## src/rtl/alu_pkg.sv

```systemverilog
// Shared opcode constants and FSM state encoding for the bit-serial add/sub unit.
// Optional SLT support is controlled by SERIAL_ADDSUB_SLT_EN.
package alu_pkg;

  localparam logic [1:0] OP_ADD = 2'b00;
  localparam logic [1:0] OP_SUB = 2'b01;
  localparam logic [1:0] OP_SLT = 2'b10;
  localparam logic [1:0] OP_RSV = 2'b11;

  typedef enum logic [1:0] {
    StIdle = 2'b00,
    StRun  = 2'b01,
    StDone = 2'b10
  } state_e;

  // Sub and SLT both run a + ~b + 1; everything else is a plain add.
  function automatic logic op_inverts_b(input logic [1:0] op);
`ifdef SERIAL_ADDSUB_SLT_EN
    return (op == OP_SUB) || (op == OP_SLT);
`else
    return (op == OP_SUB);
`endif
  endfunction

endpackage

```

## src/rtl/full_adder_1b.sv

```systemverilog
// Single-bit full adder used as the datapath cell of serial_addsub.
module full_adder_1b (
  input  logic a,
  input  logic b,
  input  logic cin,
  output logic sum,
  output logic cout
);

  logic p;

  always_comb begin
    p    = a ^ b;
    sum  = p ^ cin;
    cout = (a & b) | (cin & p);
  end

endmodule

```

## src/rtl/serial_addsub.sv

```systemverilog
// Bit-serial add/subtract unit, one bit per clock, LSB first, with valid/ready handshakes.
// Defining SERIAL_ADDSUB_SLT_EN makes op=10 a set-less-than; otherwise op=10 adds.
module serial_addsub
  import alu_pkg::*;
#(
  parameter int unsigned WIDTH = 10
) (
  input  logic             clk,
  input  logic             reset,
  input  logic             in_valid,
  output logic             in_ready,
  input  logic [1:0]       op,
  input  logic [WIDTH-1:0] a,
  input  logic [WIDTH-1:0] b,
  output logic             out_valid,
  input  logic             out_ready,
  output logic [WIDTH-1:0] result,
  output logic             carryout,
  output logic             overflow
);

  localparam int unsigned CntW = $clog2(WIDTH);
  localparam logic [CntW-1:0] LastBit = CntW'(WIDTH - 1);

  state_e           state_q, state_d;
  logic [WIDTH-1:0] a_q, a_d;
  logic [WIDTH-1:0] b_q, b_d;
  logic [1:0]       op_q, op_d;
  logic [CntW-1:0]  cnt_q, cnt_d;
  logic             carry_q, carry_d;
  logic [WIDTH-1:0] sum_q, sum_d;
  logic [WIDTH-1:0] result_q, result_d;
  logic             carryout_q, carryout_d;
  logic             overflow_q, overflow_d;

  logic fa_a, fa_b, fa_sum, fa_cout;
  logic ovf;

  full_adder_1b u_fa (
    .a    (fa_a),
    .b    (fa_b),
    .cin  (carry_q),
    .sum  (fa_sum),
    .cout (fa_cout)
  );

  always_comb begin
    fa_a = a_q[cnt_q];
    fa_b = b_q[cnt_q] ^ op_inverts_b(op_q);
    // On the MSB cycle carry_q is the carry into the MSB.
    ovf  = carry_q ^ fa_cout;
  end

  always_comb begin
    state_d    = state_q;
    a_d        = a_q;
    b_d        = b_q;
    op_d       = op_q;
    cnt_d      = cnt_q;
    carry_d    = carry_q;
    sum_d      = sum_q;
    result_d   = result_q;
    carryout_d = carryout_q;
    overflow_d = overflow_q;

    unique case (state_q)
      StIdle: begin
        if (in_valid) begin
          a_d     = a;
          b_d     = b;
          op_d    = op;
          cnt_d   = '0;
          carry_d = op_inverts_b(op);
          state_d = StRun;
        end
      end
      StRun: begin
        sum_d[cnt_q] = fa_sum;
        carry_d      = fa_cout;
        cnt_d        = cnt_q + 1'b1;
        if (cnt_q == LastBit) begin
          state_d    = StDone;
          result_d   = sum_d;
          carryout_d = fa_cout;
          overflow_d = ovf;
`ifdef SERIAL_ADDSUB_SLT_EN
          if (op_q == OP_SLT) begin
            result_d = {{(WIDTH - 1){1'b0}}, fa_sum ^ ovf};
          end
`endif
        end
      end
      StDone: begin
        if (out_ready) begin
          state_d = StIdle;
        end
      end
      default: state_d = StIdle;
    endcase
  end

  always_ff @(posedge clk) begin
    if (reset) begin
      state_q    <= StIdle;
      a_q        <= '0;
      b_q        <= '0;
      op_q       <= OP_ADD;
      cnt_q      <= '0;
      carry_q    <= 1'b0;
      sum_q      <= '0;
      result_q   <= '0;
      carryout_q <= 1'b0;
      overflow_q <= 1'b0;
    end else begin
      state_q    <= state_d;
      a_q        <= a_d;
      b_q        <= b_d;
      op_q       <= op_d;
      cnt_q      <= cnt_d;
      carry_q    <= carry_d;
      sum_q      <= sum_d;
      result_q   <= result_d;
      carryout_q <= carryout_d;
      overflow_q <= overflow_d;
    end
  end

  assign in_ready  = (state_q == StIdle);
  assign out_valid = (state_q == StDone);
  assign result    = result_q;
  assign carryout  = carryout_q;
  assign overflow  = overflow_q;

endmodule
```

## config.mk

```make
export PLATFORM = sky130hd
export DESIGN_NAME = serial_addsub
export DESIGN_NICKNAME = d
export VERILOG_FILES = /design/src/rtl/alu_pkg.sv /design/src/rtl/full_adder_1b.sv /design/src/rtl/serial_addsub.sv
export SDC_FILE = /design/constraint.sdc
export NUM_CORES = 1
export LEC_CHECK = 0
export ABC_CLOCK_PERIOD_IN_PS = 4100
export CORE_MARGIN = 3
export CORE_UTILIZATION = 54
export CTS_BUF_LIST = sky130_fd_sc_hd__clkbuf_4
export CTS_CLUSTER_DIAMETER = 50
export DETAILED_ROUTE_END_ITERATION = 12
export PLACE_DENSITY = 0.87
export SETUP_SLACK_MARGIN = 0.05
export SKIP_CTS_REPAIR_TIMING = 1
export SLEW_MARGIN = 20
export SYNTH_ARGS = -nofsm -noshare
export SYNTH_HDL_FRONTEND = slang
export SYNTH_SLANG_ARGS = --single-unit
```

## constraint.sdc

```tcl
create_clock -name clk -period 4.1 [get_ports clk]
set_clock_uncertainty 0.15 [all_clocks]
set_input_delay 0.41 -clock clk [delete_from_list [all_inputs] [get_ports clk]]
set_output_delay 0.41 -clock clk [all_outputs]
set_load 0.02 [all_outputs]
```

==> results.sh <==
export IMPL_die_h_um=71.3
export IMPL_p_int_uw=640
export IMPL_antenna_left=0
export IMPL_die_area_um2=5090
export IMPL_cts_max_level=2
export IMPL_hp_class="reg2reg"
export IMPL_p_leak_uw=0.000990
export IMPL_drive_gt1_frac=0.0478
export IMPL_fill_cells=356
export IMPL_design_core_area_um2=4060
export IMPL_reg2reg_to="result[5]"
export IMPL_synth_mux_area_frac=0.103
export IMPL_r2r_slack_ns=0.78
export IMPL_num_rows=23
export IMPL_maxClockFrequency_mhz=301
export IMPL_final_period_utilization=0.810
export IMPL_p_per_area_nw_per_um2=313
export IMPL_worst_path_stages=7
export IMPL_n_antenna_cell=0
export IMPL_required_ns=4.26
export IMPL_rr_worst_depth=7
export IMPL_finalSetupTns_ns=0
export IMPL_grt_pass1_wl_um=7800
export IMPL_vdd_drop_max_v=0.000242
export IMPL_outcome="complete, no violations"
export IMPL_p_comb_frac=0.140
export IMPL_globalplace_congestion=0.820
export IMPL_dp_cells=357
export IMPL_cp_cell_sequence="mux4_2 > mux2_4 > a2111oi_2 > fa_1 > mux2i_1 > nand2_1 > a21oi_1"
export IMPL_nNetsFinal=345
export IMPL_grt_pass1_vias=1750
export IMPL_p_sw_uw=221
export IMPL_die_w_um=71.3
export IMPL_yosysSeqAreaShare=0.434
export IMPL_grt_setup_unrepaired="no"
export IMPL_m1WireLength_um=2120
export IMPL_startpoint="cnt_q[0]"
export IMPL_overflow=0
export IMPL_cts_buffer_depth=2
export IMPL_routed_via_density=5.34
export IMPL_r2r_start="cnt_q[0]"
export IMPL_worst_slew_pin_transition_ns=0.923
export IMPL_synth_compound_area_frac=0.126
export IMPL_top_layer_used="met4"
export IMPL_finalNonFillerCells=364
export IMPL_synthAdderAreaFrac=0.0304
export IMPL_met3_length_um=196
export IMPL_hpwl_um=3150
export IMPL_cp_max_fo=12
export IMPL_synth_xor_area_frac=0.00760
export IMPL_relSlewSlack=0.383
export IMPL_worstSetupEndpoint="result[5]"
export IMPL_routed_wl_um=4530
export IMPL_ys_types=32
export IMPL_wl_met2_um=2100
export IMPL_cts_root_buf="clkbuf_4"
export IMPL_slew_violations=0
export IMPL_synth_fp_nets=317
export IMPL_grt_usage=0.190
export IMPL_drv_cap=0
export IMPL_synth_avg_cell_area_um2=8.06
export IMPL_io_pins=40
export IMPL_finalSetupViolCount=0
export IMPL_cts_tree="yes"
export IMPL_firstDrtPassIters=4
export IMPL_start_util=0.568
export IMPL_layout_commonest_cell="nand2_1"
export IMPL_antenna_found_initial=0
export IMPL_share_seq_of_total_power=0.600
export IMPL_hold_path_cell_count=2
export IMPL_hold_violations=0
export IMPL_final_cell_mix="nand2_1 (86), dfxtp_1 (50), a21oi_1 (48), clkdlybuf4s50_1 (39), inv_1 (14)"
export IMPL_cp_slowest_cell="dfxtp_1"
export IMPL_synth_seq_cells=50
export IMPL_fin_crit_ns=3.32
export IMPL_routed_via_count=1943
export IMPL_syn_to_final_growth_pct=19.2
export IMPL_synth_top_family_by_area="simple AND/OR/NAND/NOR gates"
export IMPL_arrival_ns=3.48
export IMPL_worst_setup_path_start_kind="register"
export IMPL_critical_path_max_stage_delay_ns=0.66
export IMPL_synthSimpleGateAreaFrac=0.240
export IMPL_synth_area_um2=2310
export IMPL_clk_latency_ns=0.37
export IMPL_swShare=0.257
export IMPL_worst_setup_path_type="reg2reg"
export IMPL_portBuffers=39
export IMPL_cts_num_sinks=50
export IMPL_numCtsBuffers=5
export IMPL_clk_pin_slew_ns=0.13
export IMPL_netlist_instances=286
export IMPL_yosys_warnings=0
export IMPL_wl_per_cell_um=12.5
export IMPL_cp_num_buf_inv=0
export IMPL_first_iter_violations=153
export IMPL_p_clk_frac=0.260
export IMPL_grt_max_degree=33
export IMPL_route_detailed_drc=0
export IMPL_critPathTopFamily="multiplexers"
export IMPL_cp_end_kind="register"
-- synthesized netlist by cell type --
cell	count	share of area
o21a_1	1	0.0033
a31oi_1	1	0.0027
nor4_1	1	0.0027
xor2_1	1	0.0038
nor2b_1	4	0.011
nand3_1	2	0.0043
nand3b_1	5	0.016
dfxtp_1	50	0.43
nor4b_1	2	0.0076
inv_1	14	0.023
a2111oi_2	1	0.0065
nand2b_1	3	0.0081
mux4_2	1	0.0098
mux2i_1	11	0.048
ha_1	4	0.022
nand4b_1	1	0.0038
buf_6	1	0.0049
a21oi_1	48	0.10
nor3b_1	5	0.016
or2_2	1	0.0027
clkbuf_1	19	0.031
nand2_1	86	0.14
a22oi_1	1	0.0033
mux4_1	3	0.034
nand4bb_1	1	0.0049
xnor2_1	1	0.0038
mux2_4	1	0.0065
fa_1	1	0.0087
nor2_1	11	0.018
mux2_2	1	0.0049
nor3_1	2	0.0043
a211oi_1	2	0.0065
-- power groups by stage --
stage	sequential, uW	combinational [uW]	clock (uW)
after detailed placement	528	121	0
after floorplan	521	83.3	0
after CTS	517	121	227
final	517	121	224
after global routing	520	134	240
after global placement	527	119	0
-- per-layer routing --
| metal | up-vias | global-route usage |
|---|---|---|
| met1 | 889 | 0.241 |
| met4 | 0 | 0.0877 |
| li1 | 998 | - |
| met2 | 44 | 0.312 |
| met3 | 12 | 0.0365 |
| met5 | - | 0 |
-- tightest hold or removal path: stages, from the launching register on --
cell and delay [ns]:
dfxtp_1 0.33, nand2_1 0.05, a21oi_1 0.05
-- stage by stage --
stage / cell area (um2) / util / total power (uW) / hold WS (ns) / setup WS [ns]
floorplan: 2310 / - / 604 / 0.282 / 1.20
global placement: 2700 / 0.665 / 646 / 0.289 / 0.893
detailed placement: 2700 / 0.665 / 649 / 0.295 / 0.773
CTS: 2750 / 0.677 / 865 / 0.313 / 0.759
global route: 2750 / 0.677 / 894 / 0.328 / 0.530
finish: 2750 / 0.677 / 861 / 0.310 / 0.778
-- logic make-up after synthesis --
kind of cell             after synthesis
AND/OR/NAND/NOR                      124
AO/OA/AOI/OAI                         54
flip-flops                            50
buffers and inverters                 34
multiplexers                          17
adder cells (fa/ha/maj)                5
XOR/XNOR                               2
-- flip-flops by register name, indices dropped and copies added, names as in the netlist --
register  cells
carryout      1
cnt_q         4
overflow      1
b_q          10
sum_q         9
op_q          2
carry_q       1
state_q       2
result       10
a_q          10
-- how the worst min path moves through the flow --
stage | from | end | slack (ns)
after floorplan | a_q[1] | a_q[1] | 0.28
after CTS | a_q[1] | a_q[1] | 0.31
after global routing | a_q[1] | a_q[1] | 0.33
after global placement | overflow | overflow | 0.29
after detailed placement | a_q[1] | a_q[1] | 0.30
final | b_q[1] | b_q[1] | 0.31
-- layout make-up --
type | instances | area, um2 | share of cell area
well taps | 50 | 62.6 | 0.0228
repair buffers | 41 | 405 | 0.147
flip-flops and latches | 50 | 1000 | 0.364
inverters | 14 | 52.6 | 0.0191
multi-input cells | 202 | 1170 | 0.427
clock buffers | 7 | 52.6 | 0.0191
(Power assumes the default switching activity.)
